--- src/rtl/micron_pkg.sv ---
// Shared constants and state encoding for the USB transmit scheduler.
package micron_pkg;

   localparam logic [7:0] SYNC_BYTE = 8'hAA;
   localparam logic [7:0] TYPE_IQ   = 8'h10;
   localparam logic [7:0] TYPE_BS   = 8'h80;
   localparam int         IQ_WORDS  = 128;
   localparam int         BS_CHUNKS = 64;

   typedef enum logic [2:0] {
      IDLE,
      HDR0,
      HDR1,
      FETCH,
      SEND,
      BS_END
   } tx_state_t;

endpackage

--- src/rtl/sync2.sv ---
// Two-flop synchronizer for a single asynchronous level.
module sync2 (
   input  logic usb_clock,
   input  logic m_reset,
   input  logic d,
   output logic q
);

   logic meta;

   // Two back-to-back flops; the first may go metastable, the second settles it.
   always_ff @(posedge usb_clock or negedge m_reset) begin
      if (!m_reset) begin
         meta <= 1'b0;
         q    <= 1'b0;
      end else begin
         meta <= d;
         q    <= meta;
      end
   end

endmodule

--- src/rtl/usb_tx_sched.sv ---
// USB byte-stream scheduler: interleaves IQ page bursts and bandscope chunks,
// each preceded by a two-byte header, reading words from external RAMs.
module usb_tx_sched
   import micron_pkg::*;
#(
   parameter int RD_LAT   = 2,
   parameter int BS_CHUNK = 256
) (
   input  logic        usb_clock,
   input  logic        m_reset,
   input  logic        rx_on,
   input  logic        bs_on,
   input  logic        adc_ram_block,
   input  logic        bs_ready,
   input  logic [47:0] adc_ram_rd_data,
   input  logic [15:0] bs_ram_rd_data,
   input  logic        tx_ready,
   output logic [7:0]  adc_ram_rd_addr,
   output logic [14:0] bs_ram_rd_addr,
   output logic [7:0]  tx_data,
   output logic        tx_valid,
   output logic        bs_done,
   output logic        iq_overrun,
   output logic        busy
);

   localparam int          LW    = $clog2(RD_LAT + 2);
   localparam logic [13:0] BSC14 = 14'(BS_CHUNK);

   tx_state_t   state, state_nx;
   logic        adc_s, adc_prev, bs_s, iq_edge;
   logic        iq_pend, iq_page, cur_page, is_iq;
   logic [5:0]  chunk;
   logic [13:0] word, addr_word;
   logic [2:0]  byte_cnt;
   logic [LW-1:0] lat_cnt;
   logic [47:0] shreg;
   logic        start_iq, start_bs, lat_done, last_byte, last_word;

   sync2 u_sync_adc (
      .usb_clock (usb_clock),
      .m_reset   (m_reset),
      .d         (adc_ram_block),
      .q         (adc_s)
   );

   sync2 u_sync_bs (
      .usb_clock (usb_clock),
      .m_reset   (m_reset),
      .d         (bs_ready),
      .q         (bs_s)
   );

   assign iq_edge   = adc_s ^ adc_prev;
   assign lat_done  = (lat_cnt == LW'(RD_LAT));
   assign last_byte = is_iq ? (byte_cnt == 3'd5) : (byte_cnt == 3'd1);
   assign last_word = is_iq ? (word == 14'(IQ_WORDS - 1)) : (word == 14'(BS_CHUNK - 1));
   // Word whose address is launched this cycle: word 0 from HDR1, next word from SEND.
   assign addr_word = (state == SEND) ? word + 14'd1 : word;

   // Page tracking: edge detect, pending flag with newest page, sticky overrun.
   always_ff @(posedge usb_clock or negedge m_reset) begin
      if (!m_reset) begin
         adc_prev   <= 1'b0;
         iq_pend    <= 1'b0;
         iq_page    <= 1'b0;
         iq_overrun <= 1'b0;
      end else begin
         adc_prev <= adc_s;
         if (!rx_on) begin
            iq_pend <= 1'b0;
         end else if (iq_edge) begin
            iq_pend <= 1'b1;
            iq_page <= adc_prev;
         end else if (start_iq) begin
            iq_pend <= 1'b0;
         end
         if (rx_on && iq_edge && (iq_pend || (state != IDLE && is_iq)))
            iq_overrun <= 1'b1;
      end
   end

   // State register.
   always_ff @(posedge usb_clock or negedge m_reset) begin
      if (!m_reset) state <= IDLE;
      else          state <= state_nx;
   end

   // Next state, arbitration strobes and the byte-stream outputs.
   always_comb begin
      state_nx = state;
      start_iq = 1'b0;
      start_bs = 1'b0;
      tx_valid = 1'b0;
      tx_data  = 8'h00;
      case (state)
         IDLE: begin
            if (iq_pend && rx_on) begin
               start_iq = 1'b1;
               state_nx = HDR0;
            end else if (bs_s && bs_on) begin
               start_bs = 1'b1;
               state_nx = HDR0;
            end
         end
         HDR0: begin
            tx_valid = 1'b1;
            tx_data  = SYNC_BYTE;
            if (tx_ready) state_nx = HDR1;
         end
         HDR1: begin
            tx_valid = 1'b1;
            tx_data  = is_iq ? (TYPE_IQ | {7'd0, cur_page}) : (TYPE_BS | {2'd0, chunk});
            if (tx_ready) state_nx = FETCH;
         end
         FETCH: begin
            if (lat_done) state_nx = SEND;
         end
         SEND: begin
            tx_valid = 1'b1;
            tx_data  = shreg[47:40];
            if (tx_ready && last_byte) begin
               if (!last_word)
                  state_nx = FETCH;
               else if (!is_iq && bs_on && chunk == 6'(BS_CHUNKS - 1))
                  state_nx = BS_END;
               else
                  state_nx = IDLE;
            end
         end
         BS_END: state_nx = IDLE;
         default: state_nx = IDLE;
      endcase
   end

   assign busy    = (state != IDLE);
   assign bs_done = (state == BS_END);

   // Burst datapath: address launch, read-latency count, word capture and byte shifting.
   always_ff @(posedge usb_clock or negedge m_reset) begin
      if (!m_reset) begin
         is_iq           <= 1'b0;
         cur_page        <= 1'b0;
         chunk           <= 6'd0;
         word            <= 14'd0;
         byte_cnt        <= 3'd0;
         lat_cnt         <= '0;
         shreg           <= 48'd0;
         adc_ram_rd_addr <= 8'd0;
         bs_ram_rd_addr  <= 15'd0;
      end else begin
         case (state)
            IDLE: begin
               word <= 14'd0;
               if (start_iq) begin
                  is_iq    <= 1'b1;
                  cur_page <= iq_page;
               end else if (start_bs) begin
                  is_iq <= 1'b0;
               end
            end
            HDR1: begin
               if (tx_ready) begin
                  lat_cnt <= '0;
                  if (is_iq) adc_ram_rd_addr <= {cur_page, addr_word[6:0]};
                  else       bs_ram_rd_addr  <= {1'b0, 14'(chunk) * BSC14 + addr_word};
               end
            end
            FETCH: begin
               lat_cnt <= lat_cnt + 1'b1;
               if (lat_done) begin
                  shreg    <= is_iq ? adc_ram_rd_data : {bs_ram_rd_data, 32'd0};
                  byte_cnt <= 3'd0;
               end
            end
            SEND: begin
               if (tx_ready) begin
                  shreg    <= {shreg[39:0], 8'h00};
                  byte_cnt <= byte_cnt + 3'd1;
                  if (last_byte) begin
                     if (!last_word) begin
                        word    <= addr_word;
                        lat_cnt <= '0;
                        if (is_iq) adc_ram_rd_addr <= {cur_page, addr_word[6:0]};
                        else       bs_ram_rd_addr  <= {1'b0, 14'(chunk) * BSC14 + addr_word};
                     end else if (!is_iq) begin
                        // Frame wraps after the last chunk, or restarts if bandscope was switched off.
                        chunk <= (!bs_on || chunk == 6'(BS_CHUNKS - 1)) ? 6'd0 : chunk + 6'd1;
                     end
                  end
               end
            end
            default: ;
         endcase
      end
   end

endmodule

--- config.mk ---
export PLATFORM = sky130hd
export DESIGN_NAME = usb_tx_sched
export DESIGN_NICKNAME = d
export VERILOG_FILES = /design/src/rtl/micron_pkg.sv /design/src/rtl/sync2.sv /design/src/rtl/usb_tx_sched.sv
export SDC_FILE = /design/constraint.sdc
export NUM_CORES = 1
export LEC_CHECK = 0
export CORE_MARGIN = 1.5
export CORE_UTILIZATION = 46
export DETAILED_ROUTE_END_ITERATION = 12
export DONT_BUFFER_PORTS = 1
export SLEW_MARGIN = 20
export SYNTH_ARGS = -nofsm -noshare
export SYNTH_HDL_FRONTEND = slang
export SYNTH_SLANG_ARGS = --single-unit
--- constraint.sdc ---
create_clock -name usb_clock -period 5.65 [get_ports usb_clock]
set_input_delay 0.8475 -clock usb_clock [delete_from_list [all_inputs] [get_ports usb_clock]]
set_output_delay 0.8475 -clock usb_clock [all_outputs]
set_load 0.02 [all_outputs]
==> impl_metrics.yaml <==
global_route:
  grt_pass1_vias: 4283
  antenna_found_initial: 0
  grt_pass1_wl_mm: 22.5
  grt_max_degree: 109
  grt_overflow: 0
  track_usage_pct: 21.9
clock_tree:
  holdBufCountCts: 0
  cts_setup_buffers: 0
  cts_tree: "done"
  clock_sinks: 108
  cts.repair.resized: 0
  cts_max_level: 3
  insertion_delay_ns: 0.36
  numCtsBuffers: 9
  cts_buffer_depth: 2
  cts_root_buf: "clkbuf_16"
  path_clk_slew_ns: 0.07
pwr:
  vdd_drop_max_v: 0.000226
  power_density_nw_per_um2: 413
  power.leakage_uw: 0.00282
timing:
  worst_pin_slew_ns: 0.782
  drv_slew: 0
  fin_skew_ns: 0.00901
  rsz0062_at_grt: "false"
  setup_viol: 0
  timing.fmax_mhz: 269
  finalCritPeriodShare_pct: 65.8
  setup_ws_ns: 1.93
  tns_ns: 0
  fin_crit_ns: 3.72
  maxSlewHeadroom_pct: 47.5
  hold_violations: 0
cells_and_area:
  nNetsFinal: 687
  syn2layout_area_growth_pct: 5.92
  drive_above_1_share_pct: 8.05
  fin_cells: 782
  final_area_um2: 6230
detailed_routing:
  vias: 4538
  drc_errors: 0
  wl_mm: 14.0
  dr.pass1.iters: 5
  ant_nets: 0
  initialDrtViolationCount: 452
  top_layer_used: "met4"
  vias_per_cell: 5.80
  wl_per_cell_um: 17.9
  route.met3.wl_um: 705
  wl_met2_mm: 7.09
  wirelength_met1_mm: 5.94
synthesis:
  syn_avg_cell_area_um2: 9.29
  ys_types: 64
  synth_warnings: 0
  ys.flop_type: "dfrtp_1"
  async_reset_ff_share_pct: 100
  seq_area_frac_synth_pct: 46.0
  synth_seq_cells: 108
  synth_edf_count: 0
  mappedNetlistArea_um2: 5880
  synthesis.nets: 716
  syn_inst: 633
place:
  placed_area_um2: 5930
  io_buffers: 0
  dpl_worst_slack_ns: 2.31
  gp_congestion: 0.908
  place_hpwl_mm: 9.81
  dpl.cell_count: 764
worst_setup_path:
  cpPeakStageDelay_ns: 0.64
  critPathSlowestCell: "or3b_4"
  cp_cell_sequence: "or3b_4 -> inv_2 -> buf_4 -> nand2_1 -> o21ai_0"
  worstPathArrival_ns: 2.87
  r2r_setup_slack_ns: 2.26
  required_ns: 4.80
  start_kind: "register"
  crit_path_end_kind: "output pin"
  path_class: "reg2out"
  crit_fanout: 73
status:
  status: "finished, final reports clean"
die:
  core_area_um2: 12600
  num_rows: 41
  die_w_um: 116
  start_util_pct: 46.8
  die_area_um2: 13500
  io_pins: 106
  die_h_um: 116
min_path:
  hold_path.class: "in2async"
flow_run:
  max_cap_viol_count: 0
## power breakdown
| part | total (uW) | leakage (uW) | switching, uW | internal, uW |
|---|---|---|---|---|
| Clock | 610 | 0.000139 | 295 | 315 |
| Sequential | 1150 | 0.00141 | 190 | 961 |
| Combinational | 810 | 0.00127 | 513 | 297 |
## final cells by class
class | instances | area (um^2)
clock inverters | 6 | 47.5
flip-flops and latches | 108 | 2700
well taps | 172 | 215
clock buffers | 10 | 239
diodes | 1 | 2.50
repair buffers | 5 | 41.3
multi-input cells | 460 | 2900
fillers | 1221 | 6340
inverters | 20 | 75.1
## worst max-delay path: cells and delay by family, from the launching register on
family,cells,cell delay (ns)
buf+inv,2,0.89
compound gates,1,0.27
flops,1,0.57
simple gates,2,0.76
## registers in the layout, summed over array words and instances, names as in the netlist
register / cells
adc_ram_rd_addr: 8
bs_ram_rd_addr: 14
iq_overrun: 1
state: 3
u_sync_adc.q: 1
shreg: 48
adc_prev: 1
lat_cnt: 2
word: 14
is_iq: 1
iq_page: 1
u_sync_bs.q: 1
u_sync_bs.meta: 1
chunk: 6
iq_pend: 1
cur_page: 1
byte_cnt: 3
u_sync_adc.meta: 1
## through the flow
stage               power [uW]  hold slack (ns)  util, %
floorplan                 1790            0.331        -
global placement          1950            0.335     47.2
detailed placement        1980            0.335     47.2
CTS                       2600            0.162     49.4
global route              2760            0.153     49.5
finish                    2570            0.183     49.5
## worst paths after layout
| kind | start | end | cells after the start |
|---|---|---|---|
| max in group asynchronous | m_reset | shreg[12]$_DFFE_PN0P_ | 0 |
| min | m_reset | bs_ram_rd_addr[11]$_DFFE_PN0P_ | 0 |
| min reg2reg | u_sync_adc.meta$_DFF_PN0_ | u_sync_adc.q$_DFF_PN0_ | 0 |
| max reg2reg | state[2]$_DFFE_PN0P_ | word[10]$_DFFE_PN0P_ | 6 |
| min in group usb_clock | u_sync_adc.meta$_DFF_PN0_ | u_sync_adc.q$_DFF_PN0_ | 0 |
| max | state[2]$_DFFE_PN0P_ | tx_data[7] | 5 |
## cells in the mapped netlist (9+ instances only)
cell type    n  area [um^2]
nor2_1      38          143
nand2_1     71          267
nand3_1     16         80.1
xnor2_1      9         78.8
inv_1       19         71.3
a21oi_1     52          260
clkbuf_1    32          120
dfrtp_1    108         2700
ha_1        11          138
o21ai_0     60          300
a22o_1      11         96.3
and3_1      33          206
mux2i_1     22          220
mux2_2      12          135
## cell usage in the layout, fill, tap and decap left out, types with 5 or more instances in the layout
cell type | synthesis | routed
nor4_1 | 5 | 5
nor3_1 | 6 | 6
nand2_1 | 71 | 71
nor2_1 | 38 | 38
nand4_1 | 5 | 5
mux2_1 | 6 | 6
nand3_1 | 16 | 16
o211ai_1 | 6 | 6
o21ai_1 | 8 | 8
nor2b_1 | 6 | 6
xnor2_1 | 9 | 9
inv_1 | 19 | 19
ha_1 | 11 | 11
o21ai_0 | 60 | 60
and3_1 | 33 | 33
a22o_1 | 11 | 11
dfrtp_1 | 108 | 107
mux2_2 | 12 | 12
a21oi_1 | 52 | 52
clkbuf_16 | 0 | 9
xor2_1 | 8 | 8
mux2i_1 | 22 | 22
nand2b_1 | 7 | 7
## logic make-up after synthesis
kind of cell / after synthesis / share of synthesized area [%]
and+or+nand+nor: 211 / 18.1
AOI/OAI and AO/OA: 178 / 18.4
DFF: 108 / 46.0
buffers and inverters: 65 / 4.75
muxes: 40 / 7.19
xor gates and xnor gates: 18 / 2.92
adders and majority gates: 12 / 2.68
other: 1 / 0.0638
## layer usage
metal	up-vias	global-route usage, %
li1	2192	-
met1	2189	28.3
met2	138	36.4
met3	19	5.33
met4	0	7.24
met5	-	0
Power figures use the tool's default switching activity.
